==> config.mk <==
export PLATFORM = sky130hd
export DESIGN_NAME = lift_call_scheduler
export DESIGN_NICKNAME = d
export VERILOG_FILES = /design/src/rtl/lift_pkg.sv /design/src/rtl/lift_sw_filter.sv /design/src/rtl/lift_call_scheduler.sv
export SDC_FILE = /design/constraint.sdc
export NUM_CORES = 1
export LEC_CHECK = 0
export BUFFER_PORTS_ARGS = -buffer_cell sky130_fd_sc_hd__buf_2
export CAP_MARGIN = 20
export CORE_MARGIN = 3
export CORE_UTILIZATION = 63
export CTS_BUF_LIST = sky130_fd_sc_hd__clkbuf_4
export CTS_CLUSTER_DIAMETER = 50
export DETAILED_ROUTE_END_ITERATION = 8
export PLACE_DENSITY = 0.89
export RECOVER_POWER = 25
export SETUP_SLACK_MARGIN = 0.05
export SLEW_MARGIN = 20
export SYNTH_ARGS = -nofsm -noshare
export SYNTH_HDL_FRONTEND = slang
export SYNTH_SLANG_ARGS = --single-unit
==> constraint.sdc <==
create_clock -name clk -period 4.7 [get_ports clk]
set_input_delay 0 -clock clk [delete_from_list [all_inputs] [get_ports clk]]
set_output_delay 0 -clock clk [all_outputs]
set_load 0.05 [all_outputs]
==> src/rtl/lift_pkg.sv <==
// Shared types for the lift call scheduler: floor numbers, FSM states and direction encoding.
// Combinational definitions only; no latency and no flow control.
package lift_pkg;
    localparam int N_FLOORS_MAX = 9;

    typedef logic [3:0] floor_t;

    typedef enum logic [1:0] {
        ST_IDLE,
        ST_SELECT,
        ST_OFFER,
        ST_WAIT_ARRIVE
    } state_t;

    localparam logic UP   = 1'b1;
    localparam logic DOWN = 1'b0;
endpackage

==> src/rtl/lift_sw_filter.sv <==
// One call switch: 2-flop synchroniser, plus a stable-level debounce when LIFT_SW_DEBOUNCE_EN is defined.
// Latency: 2 cycles, plus DEBOUNCE_CYCLES when debounced. The switch is free-running, so there is no backpressure.
module lift_sw_filter #(
    parameter int DEBOUNCE_CYCLES = 50000
) (
    input  logic clk,
    input  logic res,
    input  logic sw_i,
    output logic filt_o
);
    logic sync0_q, sync1_q;

    always_ff @(posedge clk or negedge res) begin
        if (!res) begin
            sync0_q <= 1'b0;
            sync1_q <= 1'b0;
        end else begin
            sync0_q <= sw_i;
            sync1_q <= sync0_q;
        end
    end

`ifdef LIFT_SW_DEBOUNCE_EN
    localparam int CNT_W = $clog2(DEBOUNCE_CYCLES + 1);

    logic [CNT_W-1:0] cnt_q;
    logic             filt_q;

    // The new level is accepted only after it has differed from the current one for DEBOUNCE_CYCLES cycles in a row.
    always_ff @(posedge clk or negedge res) begin
        if (!res) begin
            cnt_q  <= '0;
            filt_q <= 1'b0;
        end else if (sync1_q == filt_q) begin
            cnt_q <= '0;
        end else if (cnt_q == CNT_W'(DEBOUNCE_CYCLES - 1)) begin
            cnt_q  <= '0;
            filt_q <= sync1_q;
        end else begin
            cnt_q <= cnt_q + 1'b1;
        end
    end

    assign filt_o = filt_q;
`else
    assign filt_o = sync1_q;
`endif
endmodule

==> src/rtl/lift_call_scheduler.sv <==
// Latches floor calls and offers one target floor at a time; tgt_valid rises 3 cycles after a call is latched.
// The offer is held stable until tgt_ready, and no new target is chosen until the car arrives. Debouncing: LIFT_SW_DEBOUNCE_EN.
module lift_call_scheduler
    import lift_pkg::*;
#(
    parameter int N_FLOORS        = N_FLOORS_MAX,
    parameter int DEBOUNCE_CYCLES = 50000
) (
    input  logic                clk,
    input  logic                res,
    input  logic [N_FLOORS-1:0] sw,
    input  logic [3:0]          cur_floor,
    input  logic                car_idle,
    output logic                tgt_valid,
    input  logic                tgt_ready,
    output logic [3:0]          tgt_floor,
    output logic                tgt_up,
    output logic [N_FLOORS-1:0] pending
);
    localparam floor_t TOP_FLOOR = floor_t'(N_FLOORS - 1);

    logic [N_FLOORS-1:0] filt, filt_q, pending_q, pending_d, clr_mask;
    state_t              state_q;
    logic                tgt_valid_q, dir_q;
    floor_t              tgt_floor_q, cf, up_f, dn_f;
    logic                up_hit, dn_hit, arrive;

    for (genvar i = 0; i < N_FLOORS; i++) begin : g_sw
        lift_sw_filter #(.DEBOUNCE_CYCLES(DEBOUNCE_CYCLES)) u_filt (
            .clk    (clk),
            .res    (res),
            .sw_i   (sw[i]),
            .filt_o (filt[i])
        );
    end

    assign cf = (cur_floor > TOP_FLOOR) ? TOP_FLOOR : cur_floor;

    // Nearest pending floor above (lowest index > cf) and below (highest index < cf).
    always_comb begin
        up_hit = 1'b0;
        up_f   = '0;
        dn_hit = 1'b0;
        dn_f   = '0;
        for (int i = N_FLOORS - 1; i >= 0; i--) begin
            if (pending_q[i] && floor_t'(i) > cf) begin
                up_hit = 1'b1;
                up_f   = floor_t'(i);
            end
        end
        for (int i = 0; i < N_FLOORS; i++) begin
            if (pending_q[i] && floor_t'(i) < cf) begin
                dn_hit = 1'b1;
                dn_f   = floor_t'(i);
            end
        end
    end

    assign arrive    = (state_q == ST_WAIT_ARRIVE) && car_idle && (cf == tgt_floor_q);
    assign clr_mask  = arrive ? (N_FLOORS'(1) << tgt_floor_q) : '0;
    // Clearing is applied after the new edges, so a simultaneous call and arrival at one floor leaves it clear.
    assign pending_d = (pending_q | (filt & ~filt_q)) & ~clr_mask;

    always_ff @(posedge clk or negedge res) begin
        if (!res) begin
            filt_q    <= '0;
            pending_q <= '0;
        end else begin
            filt_q    <= filt;
            pending_q <= pending_d;
        end
    end

    always_ff @(posedge clk or negedge res) begin
        if (!res) begin
            state_q     <= ST_IDLE;
            tgt_valid_q <= 1'b0;
            tgt_floor_q <= '0;
            dir_q       <= UP;
        end else begin
            case (state_q)
                ST_IDLE: begin
                    if (|pending_q) state_q <= ST_SELECT;
                end
                ST_SELECT: begin
                    if (pending_q[cf]) begin
                        tgt_floor_q <= cf;
                    end else if (dir_q == UP && up_hit) begin
                        tgt_floor_q <= up_f;
                    end else if (dir_q == DOWN && dn_hit) begin
                        tgt_floor_q <= dn_f;
                    end else begin
                        tgt_floor_q <= (dir_q == UP) ? dn_f : up_f;
                        dir_q       <= (dir_q == UP) ? DOWN : UP;
                    end
                    tgt_valid_q <= 1'b1;
                    state_q     <= ST_OFFER;
                end
                ST_OFFER: begin
                    if (tgt_ready) begin
                        tgt_valid_q <= 1'b0;
                        state_q     <= ST_WAIT_ARRIVE;
                    end
                end
                ST_WAIT_ARRIVE: begin
                    if (arrive) state_q <= ST_IDLE;
                end
                default: state_q <= ST_IDLE;
            endcase
        end
    end

    assign tgt_valid = tgt_valid_q;
    assign tgt_floor = tgt_floor_q;
    assign tgt_up    = dir_q;
    assign pending   = pending_q;
endmodule

# [Yosys cells after proc, flatten, opt, wreduce, memory -nomap -nowiden]
# Cells that the tools add are included.
[word_totals] register_bits=44 input_bits=17 output_inout_bits=15
[op_classes] n_lt_le_gt_ge=20 n_eq_ne=7 n_shift=1 muxes=50 bitwise=9 reduce_logical=28
[op_table] op="4-bit two-way mux" count=21
[op_table] op="1-bit logical AND" count=22
[op_table] op="1-bit two-way mux" count=22
[op_table] op="9-bit AND" count=2
[op_table] op="9-bit inverter" count=2
[op_table] op="3-bit by 4-bit greater-than comparator with 1-bit output (first input constant)" count=4
[op_table] op="3-bit by 4-bit less-than comparator with 1-bit output (first input constant)" count=4
[op_table] op="9-bit two-way mux" count=1
[op_table] op="9-bit OR" count=1
[op_table] op="9-bit OR reduction" count=1
[op_table] op="1-bit by 4-bit left shift with 9-bit output (first input constant)" count=1
[op_table] op="1-bit by 4-bit greater-than comparator with 1-bit output (first input constant)" count=2
[op_table] op="2-bit by 4-bit greater-than comparator with 1-bit output (first input constant)" count=2
[op_table] op="1-bit by 4-bit less-than comparator with 1-bit output (first input constant)" count=2
[op_table] op="2-bit by 4-bit less-than comparator with 1-bit output (first input constant)" count=2
[op_table] op="2-bit one-hot mux with 4 select lines" count=1
[op_table] op="2-bit two-way mux" count=3
[op_table] op="2-bit inequality test (second input constant)" count=3
[op_table] op="4-bit by 5-bit less-than comparator with 1-bit output (second input constant)" count=1
[op_table] op="1-bit binary-select mux with 4-bit select" count=1
[op_table] op="2-bit equality test (second input constant)" count=2
[op_table] op="4-bit equality test" count=1
[op_table] op="4-bit greater-than comparator (first input constant)" count=1
[op_table] op="4-bit greater-than comparator (second input constant)" count=1
[op_table] op="9 further kinds" count=12

# [Depth between registers and ports, before layout]
[depth] word_depth=17 mapped_depth=8 ltp_nobuf=7

# [By module]
# A second synthesis with hierarchy kept.
[unflattened] cells_unflattened=207 area_unflattened_um2=2165.8
[by_module_without_submodules] mod="lift_call_scheduler" instances=1 cells_per_inst=189 area_per_inst_um2=1715.4
[by_module_without_submodules] mod="lift_sw_filter" instances=9 cells_per_inst=2 area_per_inst_um2=50.0

# [Worst setup path after synthesis]
# No wires, ideal clock.
[synth_path] kind="flip-flop to flip-flop" startpoint="reg tgt_floor_q[2] (netlist: tgt_floor[2])" endpoint="reg state_q[1]" arrival_ns=2.234 required_time_ns=4.572 slack_ns=2.339 path_stages_with_launch=7 n_path_buf=0 period_less_slack_ns=2.361 path_cell_list="dfrtp_1 > xor2_1 > o31a_1 > or4_4 > a21o_1 > a21oi_2 > mux2_1"
[synth_via] elab_chain_len=4
[synth_lines] element="start, declared" line_no="lift_call_scheduler.sv:25" rtl="floor_t tgt_floor_q, cf, up_f, dn_f;"
[synth_lines] element="start signal, assigned" line_no="lift_call_scheduler.sv:89" rtl="tgt_floor_q <= up_f;"
[synth_lines] element="start signal, assigned" line_no="lift_call_scheduler.sv:91" rtl="tgt_floor_q <= dn_f;"
[synth_lines] element="start signal, assigned" line_no="lift_call_scheduler.sv:93" rtl="tgt_floor_q <= (dir_q == UP) ? dn_f : up_f;"
[synth_lines] element="4-bit equality test" line_no="lift_call_scheduler.sv:59" rtl="assign arrive = (state_q == ST_WAIT_ARRIVE) && car_idle && (cf == tgt_floor_q);"
[synth_lines] element="1-bit logical AND" line_no="lift_call_scheduler.sv:59"
[synth_lines] element="2-bit inequality test (no line)"
[synth_lines] element="3-bit AND reduction (no line)"
[synth_lines] element="end signal, assigned" line_no="lift_call_scheduler.sv:76" rtl="state_q <= ST_IDLE;"
[synth_lines] element="end signal, assigned" line_no="lift_call_scheduler.sv:83" rtl="if (|pending_q) state_q <= ST_SELECT;"
[synth_lines] element="end signal, assigned" line_no="lift_call_scheduler.sv:97" rtl="state_q <= ST_OFFER;"
[synth_lines] element="end, declared" line_no="lift_call_scheduler.sv:23" rtl="state_t state_q;"
# Every way passes these cells.
# A chain may end at the register's enable or synchronous reset.

# [Worst setup path in the final report]
# Ends and elaborated chain as after synthesis.

==> impl_metrics.toml <==
[status]
status = "completed"

[synthesis]
ys_seq_elements = 44
yosysMostFrequentCell = "dfrtp_1"
synth-seq-area-share = 0.513
synth_area_per_cell_sq_um = 10.1
synth_area_sq_um = 2150
synth_warnings = 0
syn_inst = 213
synth_area_leaders = "dfrtp_1 50%, a21oi_1 6.1%, nor2_1 3.0%, ha_1 2.9%, nor2b_1 2.9%"
synth.distinct_cells = 55
synth_commonest_cells = "43 x dfrtp_1, 26 x a21oi_1, 17 x nor2_1"
synth_top_area_frac = 0.501
async_flop_share = 1.00
synthFlopType = "dfrtp_1"
synth.net_count = 235
yosys.area.top_type = "dfrtp_1"
synth_edf_count = 0

[cts]
post_cts_buffers = 0
cts_resized = 0
ctsRootBufferMaster = "clkbuf_4"
clock_latency_ps = 350
cts_tree = "yes"
cts_num_sinks = 44
clk_pin_slew_ps = 130
cts_made_buffers = 5
clk_path_buf_depth = 2
htreeDepth = 2

[cells_and_area]
antennaDiodeCount = 0
nFillCells = 212
finalNonFillerCells = 296
syn2layout_area_growth_pct = 16.1
layout-drive-gt1-share = 0.187
nets = 273
finish.utilization = 0.792

[grt]
grt_pass1_wl_um = 8010
grt_usage = 0.253
first_global_vias = 1708
antenna_found_initial = 0
grt_max_degree = 45
grt_overflow = 0

[min_path]
worst_hold_path.num_cells = 5
hold_path.class = "input pin to register"
min-delay-start = "car_idle"
holdPathEnd = "pending[8]"

[sta]
tightestPinTransition_ps = 907
hold_ws_ps = 100
tns_ps = 0
setup_viol = 0
slew_violations = 0
hold_viol = 0
slew_headroom = 0.395
period_needed_ps = 2190
fmax_mhz = 457
fin_crit_sh = 0.466
setup_ws_ps = 2510
clock_skew_ps = 2.64
rsz0062_at_grt = "false"

[placed_design]
detailedPlace.worstSlack_ps = 2520
port_buffers = 31
finalWeightedCongestion = 0.885
place_hpwl_um = 2990
placed_cells = 277

[route]
drt_iter0_drc = 194
post_drt_wl_per_cell_um = 16.2
finalWirelength_um = 4810
ant_nets = 0
viasPerCell = 6.03
first_pass_iters = 4
drc_errors = 0
vias = 1784

[critical_path]
crit_path_end_kind = "register"
crit_chain = "xor2_1, o31a_1, or4_4, a21o_1, a21oi_2, mux2_1"
worstSetupStartpointType = "register"
crit_slowest_cell = "or4_4"
reg2reg_depth = 6
worst-r2r-setup-slack_ps = 2510
r2r-start = "tgt_floor[2]"
slowest_delay_ps = 550
critPathRequiredTime_ps = 4940
cp_top_family = "compound AO/OA/AOI/OAI gates"
cp.arrival_ps = 2430
worstReg2RegEnd = "state_q[1]"
cp_max_fo = 7
path_buf_inv = 0
critPathKind = "register to register"

[pwr]
combPwrFrac = 0.336
swShare = 0.383
pwr-share-clk = 0.212
p_leak_nw = 1.08
irDropWorstVdd_v = 0.000469
power_frac_seq = 0.452
internal_power_uw = 676
powerDensity_nw_per_um2 = 439
switchingPower_uw = 420

[floorplan]
die_x_um = 64.4
die-height_um = 64.4
dieArea_sq_um = 4150
rows = 20
initial_utilization = 0.682
core_area_sq_um = 3150
ios = 32

[run]
cap_violations = 0
## worst max path at each step
stage	start	end	cells past startpoint
6_report	tgt_floor[2]	state_q[1]	6
3_3_place_gp	tgt_floor[2]	state_q[1]	6
2_1_floorplan	tgt_floor[2]	state_q[1]	6
3_5_place_dp	tgt_floor[2]	state_q[1]	6
5_1_grt	tgt_floor[2]	pending[6]	5
4_1_cts	tgt_floor[2]	state_q[1]	6
## sequential cells by signal, summed over array words and instances, names as in the netlist
signal               count
tgt_floor                4
tgt_up                   1
g_sw.u_filt.filt_o       9
filt_q                   9
g_sw.u_filt.sync0_q      9
tgt_valid                1
state_q                  2
pending                  9
## per-stage QoR
stage / power, mW / cell area, sq um
global placement: 0.849 / 2310
detailed placement: 0.857 / 2310
floorplan: 0.766 / 2150
CTS: 1.10 / 2500
finish: 1.10 / 2500
global route: 1.16 / 2500
## cells in the final DEF (no fill, tap or decap), types with 3 or more instances in the layout
master         netlist  layout
inv_1               15      15
ha_1                 5       5
o31a_1               3       3
o211ai_1             5       5
o21ai_0              6       6
nor3_1               3       3
a31oi_1              5       5
clkbuf_4             0       5
dfrtp_1             43      43
a21oi_1             26      26
o22ai_1              5       5
o31ai_1              3       3
nand2_1              7       7
dlygate4sd3_1        0      11
nor2_1              17      17
nand2b_1             5       5
nor2b_1             10      10
buf_2                4      31
nand3_1              3       3
## power by group through the flow
stage / Combinational, mW / Sequential (mW) / Clock [mW]
floorplan: 0.192 / 0.574 / 0
global placement: 0.352 / 0.497 / 0
detailed placement: 0.358 / 0.499 / 0
CTS: 0.368 / 0.492 / 0.236
global route: 0.406 / 0.504 / 0.255
finish: 0.369 / 0.495 / 0.232
## per-layer routing
layer | routed length [um] | track usage | part of all wire | up-vias
li1 | - | - | - | 852
met3 | 310 | 0.0468 | 0.065 | 8
met4 | 59 | 0.100 | 0.012 | 0
met2 | 2520 | 0.427 | 0.52 | 69
met5 | 0 | 0 | 0 | -
met1 | 1920 | 0.322 | 0.40 | 855
## cells by family (layout without fill, tap and decap cells)
kind of cell             after synthesis  count (layout)  share of synthesized area
AND/OR/NAND/NOR                       59              59                      0.157
XOR/XNOR                               3               3                     0.0122
buffers and inverters                 26              65                     0.0512
AO/OA/AOI/OAI                         73              73                      0.223
multiplexers                           3               3                     0.0151
adder cells (fa/ha/maj)                5               5                     0.0291
flip-flops                            44              44                      0.513
## worst reg2reg max path, cell delays in order, from the launching register on
cell and delay (ps):
dfrtp_1 460, xor2_1 160, o31a_1 240, or4_4 550, a21o_1 210, a21oi_2 130, mux2_1 330
## repair_timing
action,CTS,global route
endpoints found under the hold margin,53,0
hold buffers,11,0
endpoints found under the setup margin,0,0
## area by class of cell
| type | count | area, sq um | share of cell area |
|---|---|---|---|
| inverters | 15 | 56.3 | 0.0226 |
| clock buffers | 5 | 37.5 | 0.0150 |
| repair buffers | 42 | 265 | 0.106 |
| well taps | 44 | 55.1 | 0.0221 |
| multi-input cells | 143 | 937 | 0.375 |
| clock inverters | 3 | 42.5 | 0.0170 |
| flip-flops and latches | 44 | 1100 | 0.442 |
Power figures use the tool's default switching activity.
